$ cat src/rtl/pass_pkg.sv
// Shared types and sizing for the password login stage.
package pass_pkg;

   localparam int MAX_ATTEMPTS_DEF = 3;
   localparam int DIGITS_DEF       = 4;
   localparam int DIGIT_W          = 4;
   localparam int PASS_W           = 16;
   localparam int ROM_AW           = 5;

   typedef enum logic [3:0] {
      IDLE,
      DIGITENTRY,
      FETCH,
      ROMWAIT1,
      ROMWAIT2,
      CATCH,
      COMPARE,
      GRANTED,
      LOGOUT
   } pass_state_t;

   // Stored passwords, four words per user slot, MSD first; slots line up with the ID ROM.
   function automatic logic [DIGIT_W-1:0] rom_word(input logic [ROM_AW-1:0] a);
      logic [DIGIT_W-1:0] w;
      case (a)
         5'd0:    w = 4'h0;
         5'd1:    w = 4'h0;
         5'd2:    w = 4'h0;
         5'd3:    w = 4'h0;
         5'd4:    w = 4'h1;
         5'd5:    w = 4'h2;
         5'd6:    w = 4'h3;
         5'd7:    w = 4'h4;
         5'd8:    w = 4'h9;
         5'd9:    w = 4'h8;
         5'd10:   w = 4'h7;
         5'd11:   w = 4'h6;
         5'd12:   w = 4'h5;
         5'd13:   w = 4'h5;
         5'd14:   w = 4'h0;
         5'd15:   w = 4'h2;
         default: w = 4'h0;
      endcase
      return w;
   endfunction

endpackage

$ cat src/rtl/password_controller_if.sv
// Keypad / ID-stage handshake bundle for the password controller.
interface password_controller_if;
   import pass_pkg::*;

   logic                Game_Enter;
   logic [DIGIT_W-1:0]  User_digit;
   logic                MatchedID;
   logic [ROM_AW-1:0]   InternalID;
   logic                Guest;
   logic                UserLogOut;
   logic                PassOK;
   logic                LogOut;
   logic [1:0]          AttemptsLeft;

   modport master (
      output Game_Enter, User_digit, MatchedID, InternalID, Guest, UserLogOut,
      input  PassOK, LogOut, AttemptsLeft
   );

   modport slave (
      input  Game_Enter, User_digit, MatchedID, InternalID, Guest, UserLogOut,
      output PassOK, LogOut, AttemptsLeft
   );
endinterface

$ cat src/rtl/pass_rom.sv
// 32x4 synchronous password ROM: registered address, registered data.
module pass_rom
   import pass_pkg::*;
(
   input  logic               clk,
   input  logic               rst,
   input  logic [ROM_AW-1:0]  addr,
   output logic [DIGIT_W-1:0] q
);

   logic [ROM_AW-1:0] addr_q;

   always_ff @(posedge clk or negedge rst) begin
      if (!rst) begin
         addr_q <= '0;
         q      <= '0;
      end else begin
         addr_q <= addr;
         q      <= rom_word(addr_q);
      end
   end

endmodule

$ cat src/rtl/password_controller.sv
// Password stage: collects keypad digits, fetches the stored password, grants or logs out.
//
// state      | meaning
// IDLE       | waiting for an accepted user ID
// DIGITENTRY | shifting in keypad digits
// FETCH      | load ROM address for digit index
// ROMWAIT1   | ROM address register latency
// ROMWAIT2   | ROM data register latency
// CATCH      | shift ROM digit into stored password
// COMPARE    | entered vs stored, spend an attempt on mismatch
// GRANTED    | session open, PassOK high
// LOGOUT     | LogOut high until the ID stage drops MatchedID
module password_controller
   import pass_pkg::*;
#(
   parameter int MAX_ATTEMPTS = MAX_ATTEMPTS_DEF,
   parameter int DIGITS       = DIGITS_DEF
) (
   input  logic                   clk,
   input  logic                   rst,
   password_controller_if.slave   bus
);

   localparam int PW = DIGIT_W * DIGITS;
   localparam int CW = (DIGITS > 1) ? $clog2(DIGITS) : 1;
   localparam logic [CW-1:0] LAST = CW'(DIGITS - 1);
   localparam logic [1:0]    ATT_INIT = 2'(MAX_ATTEMPTS);

   pass_state_t        state;
   logic [CW-1:0]      dig_cnt;
   logic [CW-1:0]      idx;
   logic [PW-1:0]      user_pass;
   logic [PW-1:0]      rom_pass;
   logic [ROM_AW-1:0]  rom_addr;
   logic [DIGIT_W-1:0] q_rom;
   logic               pass_ok_q;
   logic               log_out_q;
   logic [1:0]         att_q;

   pass_rom u_rom (
      .clk  (clk),
      .rst  (rst),
      .addr (rom_addr),
      .q    (q_rom)
   );

   always_ff @(posedge clk or negedge rst) begin
      if (!rst) begin
         state     <= IDLE;
         dig_cnt   <= '0;
         idx       <= '0;
         user_pass <= '0;
         rom_pass  <= '0;
         rom_addr  <= '0;
         pass_ok_q <= 1'b0;
         log_out_q <= 1'b0;
         att_q     <= ATT_INIT;
      end else if (!bus.MatchedID && state != LOGOUT) begin
         // losing the ID anywhere outside LOGOUT is a full soft reset
         state     <= IDLE;
         dig_cnt   <= '0;
         idx       <= '0;
         user_pass <= '0;
         rom_pass  <= '0;
         rom_addr  <= '0;
         pass_ok_q <= 1'b0;
         log_out_q <= 1'b0;
         att_q     <= ATT_INIT;
      end else begin
         case (state)
            IDLE: begin
               if (bus.Guest) begin
                  state <= GRANTED;
               end else begin
                  state     <= DIGITENTRY;
                  dig_cnt   <= '0;
                  user_pass <= '0;
                  rom_pass  <= '0;
               end
            end
            DIGITENTRY: begin
               if (bus.Game_Enter) begin
                  user_pass <= {user_pass[PW-DIGIT_W-1:0], bus.User_digit};
                  if (dig_cnt == LAST) begin
                     state   <= FETCH;
                     dig_cnt <= '0;
                     idx     <= '0;
                  end else begin
                     dig_cnt <= dig_cnt + 1'b1;
                  end
               end
            end
            FETCH: begin
               rom_addr <= bus.InternalID + ROM_AW'(idx);
               state    <= ROMWAIT1;
            end
            ROMWAIT1: state <= ROMWAIT2;
            ROMWAIT2: state <= CATCH;
            CATCH: begin
               rom_pass <= {rom_pass[PW-DIGIT_W-1:0], q_rom};
               if (idx == LAST) begin
                  state <= COMPARE;
               end else begin
                  idx   <= idx + 1'b1;
                  state <= FETCH;
               end
            end
            COMPARE: begin
               if (user_pass == rom_pass) begin
                  state <= GRANTED;
               end else begin
                  att_q <= att_q - 2'd1;
                  if (att_q == 2'd1) begin
                     state     <= LOGOUT;
                     log_out_q <= 1'b1;
                  end else begin
                     state     <= DIGITENTRY;
                     user_pass <= '0;
                     rom_pass  <= '0;
                     dig_cnt   <= '0;
                  end
               end
            end
            GRANTED: begin
               if (bus.UserLogOut) begin
                  state     <= LOGOUT;
                  log_out_q <= 1'b1;
                  pass_ok_q <= 1'b0;
               end else begin
                  pass_ok_q <= 1'b1;
               end
            end
            LOGOUT: begin
               pass_ok_q <= 1'b0;
               if (!bus.MatchedID) begin
                  state     <= IDLE;
                  log_out_q <= 1'b0;
                  att_q     <= ATT_INIT;
                  user_pass <= '0;
                  rom_pass  <= '0;
               end else begin
                  log_out_q <= 1'b1;
               end
            end
            default: state <= IDLE;
         endcase
      end
   end

   assign bus.PassOK       = pass_ok_q;
   assign bus.LogOut       = log_out_q;
   assign bus.AttemptsLeft = att_q;

endmodule

$ cat src/flat_wrapper.sv
// flat-port wrapper written by rule: the top's interface ports become plain ports
module password_controller_flat import pass_pkg::*;
#(
   parameter int MAX_ATTEMPTS = MAX_ATTEMPTS_DEF,
   parameter int DIGITS       = DIGITS_DEF
)
  (clk, rst, bus_Game_Enter, bus_User_digit, bus_MatchedID, bus_InternalID, bus_Guest, bus_UserLogOut, bus_PassOK, bus_LogOut, bus_AttemptsLeft);
  password_controller_if bus_i ();
  input  logic clk;
  input  logic rst;
  input wire logic [$bits(bus_i.Game_Enter)-1:0] bus_Game_Enter;
  input wire logic [$bits(bus_i.User_digit)-1:0] bus_User_digit;
  input wire logic [$bits(bus_i.MatchedID)-1:0] bus_MatchedID;
  input wire logic [$bits(bus_i.InternalID)-1:0] bus_InternalID;
  input wire logic [$bits(bus_i.Guest)-1:0] bus_Guest;
  input wire logic [$bits(bus_i.UserLogOut)-1:0] bus_UserLogOut;
  output wire logic [$bits(bus_i.PassOK)-1:0] bus_PassOK;
  output wire logic [$bits(bus_i.LogOut)-1:0] bus_LogOut;
  output wire logic [$bits(bus_i.AttemptsLeft)-1:0] bus_AttemptsLeft;
  assign bus_i.Game_Enter = bus_Game_Enter;
  assign bus_i.User_digit = bus_User_digit;
  assign bus_i.MatchedID = bus_MatchedID;
  assign bus_i.InternalID = bus_InternalID;
  assign bus_i.Guest = bus_Guest;
  assign bus_i.UserLogOut = bus_UserLogOut;
  assign bus_PassOK = bus_i.PassOK;
  assign bus_LogOut = bus_i.LogOut;
  assign bus_AttemptsLeft = bus_i.AttemptsLeft;
  password_controller #(.MAX_ATTEMPTS(MAX_ATTEMPTS), .DIGITS(DIGITS)) u_core (.clk(clk), .rst(rst), .bus(bus_i));
endmodule
$ cat config.mk
export PLATFORM = sky130hd
export DESIGN_NAME = password_controller_flat
export DESIGN_NICKNAME = d
export VERILOG_FILES = /design/src/rtl/pass_pkg.sv /design/src/rtl/password_controller_if.sv /design/src/rtl/pass_rom.sv /design/src/rtl/password_controller.sv /design/src/flat_wrapper.sv
export SDC_FILE = /design/constraint.sdc
export NUM_CORES = 1
export LEC_CHECK = 0
export BUFFER_PORTS_ARGS = -buffer_cell sky130_fd_sc_hd__buf_2
export CORE_ASPECT_RATIO = 0.6
export CORE_MARGIN = 4
export CORE_UTILIZATION = 55
export CTS_CLUSTER_DIAMETER = 200
export DETAILED_ROUTE_END_ITERATION = 16
export PLACE_DENSITY = 0.74
export SYNTH_ARGS = -nofsm -noshare
export SYNTH_HDL_FRONTEND = slang
export SYNTH_HIERARCHICAL = 1
export SYNTH_SLANG_ARGS = --single-unit
$ cat constraint.sdc
create_clock -name clk -period 3.45 [get_ports clk]
set_clock_uncertainty 0.05 [all_clocks]
set_input_delay 0.345 -clock clk [delete_from_list [all_inputs] [get_ports clk]]
set_output_delay 0.345 -clock clk [all_outputs]
set_load 0.01 [all_outputs]
==> impl_metrics.yaml <==
run_status:
  status: "completed"
placed_design:
  pre_cts_ws_ns: 1.15
  dp_hpwl_microns: 4620
  port_buffers: 18
  gp_congestion: 0.901
worst_setup_path:
  cp-end-kind: "flop"
  crit_chain: "or3b_4, a211oi_4, buf_4, nand2_1, o21ai_0"
  worstSetupStartpointType: "flop"
  critical_path_class: "flop to flop"
  slowest_stage: "a211oi_4"
  crit_start: "u_core/state[2]"
  cpPeakStageDelay_ns: 0.58
  cp_max_fo: 22
  cp.required_ns: 3.65
  cp.arrival_ns: 2.54
  rr_startpoint: "u_core/state[2]"
clock_tree:
  cts_tree: "built"
  clock_path_buffers: 2
  cts_resized: 0
  ctsHtreeMaxLevel: 3
  clk_pin_slew_ns: 0.06
  clkLatencyLatePin_ns: 0.34
  clock-sinks: 58
  postCtsHoldBufs: 0
  clockRootBuffer: "clkbuf_8"
  cts_setup_buffers: 0
  cts_buffers: 9
floorplanning:
  dieHeight_microns: 67.0
  rows: 21
  io_pins: 19
  dieArea_sq_um: 7130
  die-width_microns: 106
  start_util_pct: 57.0
  core_sq_um: 5600
global_route:
  grt_usage_pct: 21.5
  grt_max_degree: 39
  grt_pass1_vias: 2314
  grt-ovfl-total: 0
  antenna_found_initial: 0
  grt_first_pass_wirelength_microns: 11700
synth:
  yosysWarnings: 6
  synth_top_area_share_pct: 43.9
  ys_seq_area_share_pct: 45.6
  synth_top_area_cell: "dfrtp_1"
  async_flop_share_pct: 100
  netlist-cell-type-count: 55
  syn-num-nets: 347
  synth-seq-cells: 58
  synth_edf_count: 0
  postSynthAreaPerCell_sq_um: 9.85
  syn_area_sq_um: 3190
  netlist_instances: 324
  synthTopCellsByArea: "dfrtp_1, a22oi_1, nand2_1"
  synth_ff_type: "dfrtp_1"
power:
  total_power_w: 0.00221
  power.leakage_nw: 1.48
  power_density_nw_per_um2: 647
  peakVddDrop_mv: 0.446
cells_and_area:
  drive_gt1_share_pct: 14.5
  area_growth_pct: 7.13
  antenna_cells: 0
  nets: 363
timing:
  fin_ws_ns: 1.11
  max_freq_mhz: 427
  finalCriticalPeriod_ns: 2.34
  rsz0062_at_grt: "no"
  worst_pin_slew_ns: 0.858
  tns_ns: 0
  slew_violations: 0
  hold_slack_ns: 0.0674
  setup_viol: 0
  timing.final.crit_share_pct: 67.9
  maxSlewHeadroom_pct: 42.8
  hold_viol: 0
route:
  drt_iter0_markers: 265
  routed_wirelength_microns: 6700
  wire_per_inst_microns: 15.8
  drtAntennaViolNets: 0
  via_count: 2455
  drcViolationCount: 0
  drt_first_pass_iters: 5
  via_per_inst: 5.78
run:
  timing.max_cap.violations: 0
min_path:
  hold_class: "input port to asynchronous set/reset pin"
==> final timing paths <==
check / to / slack, ns / cells past startpoint
setup / recovery: u_core/user_pass[4] / 1.11 / 5
hold / removal: u_core/u_rom/q[1] / 0.07 / 1
min in group clk: u_core/user_pass[1] / 0.19 / 3
max in group asynchronous: u_core/user_pass[13] / 2.47 / 2
hold reg to reg: u_core/u_rom/addr_q[3] / 0.33 / 0
setup reg to reg: u_core/user_pass[4] / 1.11 / 5
==> logic make-up after synthesis <==
family	share of synthesized area, %
compound gates	21.1
fa+ha+maj	3.37
buf+inv	6.19
simple gates	16.8
xor+xnor	5.76
mux	1.29
flops	45.6
==> registers in the layout, indices dropped and copies added (netlist names) <==
name / cells
u_core/bus.PassOK: 1
u_core/state: 4
u_core/rom_pass: 16
u_core/u_rom/addr_q: 5
u_core/user_pass: 16
u_core/dig_cnt: 2
u_core/bus.AttemptsLeft: 2
u_core/u_rom/q: 4
u_core/bus.LogOut: 1
u_core/rom_addr: 5
u_core/idx: 2
==> per-layer routing <==
layer	track usage (%)	vias to the layer above	routed length [microns]
met2	28.9	98	2680
met4	4.36	0	34
li1	-	1194	-
met1	33.1	1157	3470
met3	6.87	6	512
met5	0	-	0
==> synth_stat cells (all sizes together), types with 4 or more instances <==
library cell	instances
dfrtp	56
nand2	51
o21ai	43
a22oi	31
xnor2	18
inv	11
clkbuf	9
nor2	9
buf	8
ha	7
a21oi	6
nand4	6
nand3b	5
and2	4
nand2b	4
nor3	4
o211ai	4
==> metrics by stage <==
stage	util, %	instances	instance area, sq um
2_1_floorplan	-	324	3190
3_3_place_gp	58.2	409	3260
3_5_place_dp	58.2	409	3260
4_1_cts	61.1	425	3420
5_1_grt	61.1	425	3420
6_report	61.1	425	3420
==> cell type report <==
class,count,area [sq um]
fillers,471,2180
multi-input cells,238,1540
flip-flops and latches,58,1450
clock buffers,13,149
repair buffers,22,120
well taps,80,100
inverters,11,41.3
clock inverters,3,15.0
==> cell usage in the layout, fill, tap and decap left out, types with 2 or more instances in the layout <==
master,Yosys,routed
a21boi_0,2,2
a21oi_1,6,6
a22oi_1,31,31
a31oi_1,3,3
a32oi_1,3,3
and2_1,4,4
and3_1,3,3
buf_2,1,18
buf_4,1,4
clkbuf_1,3,3
clkbuf_8,4,10
clkinv_2,0,3
dfrtp_1,56,56
dfstp_2,2,2
ha_1,7,7
inv_1,11,11
mux2i_1,3,3
nand2_1,51,51
nand2b_1,4,4
nand3_1,2,2
nand3b_1,5,5
nand4_1,6,6
nor2_1,7,7
nor2_2,2,2
nor2b_1,2,2
nor3_1,3,3
o211ai_1,4,4
o21a_1,2,2
o21ai_0,18,18
o21ai_1,25,25
or2b_2,2,2
or4b_1,2,2
xnor2_1,18,18
xor2_1,3,3
==> worst max-delay path, delay by kind of cell (launching register included) <==
kind / cells / cell delay, ns
AO/OA/AOI/OAI: 2 / 0.73
AND/OR/NAND/NOR: 2 / 0.55
flip-flops: 1 / 0.55
buffers and inverters: 1 / 0.37
==> where the power goes <==
part / internal (W) / total [W] / switching (W)
Combinational: 0.000259 / 0.000760 / 0.000501
Clock: 0.000277 / 0.000532 / 0.000255
Sequential: 0.000768 / 0.000919 / 0.000151
Total: 0.00130 / 0.00221 / 0.000907
No activity file was read; power rests on OpenSTA's default activity.
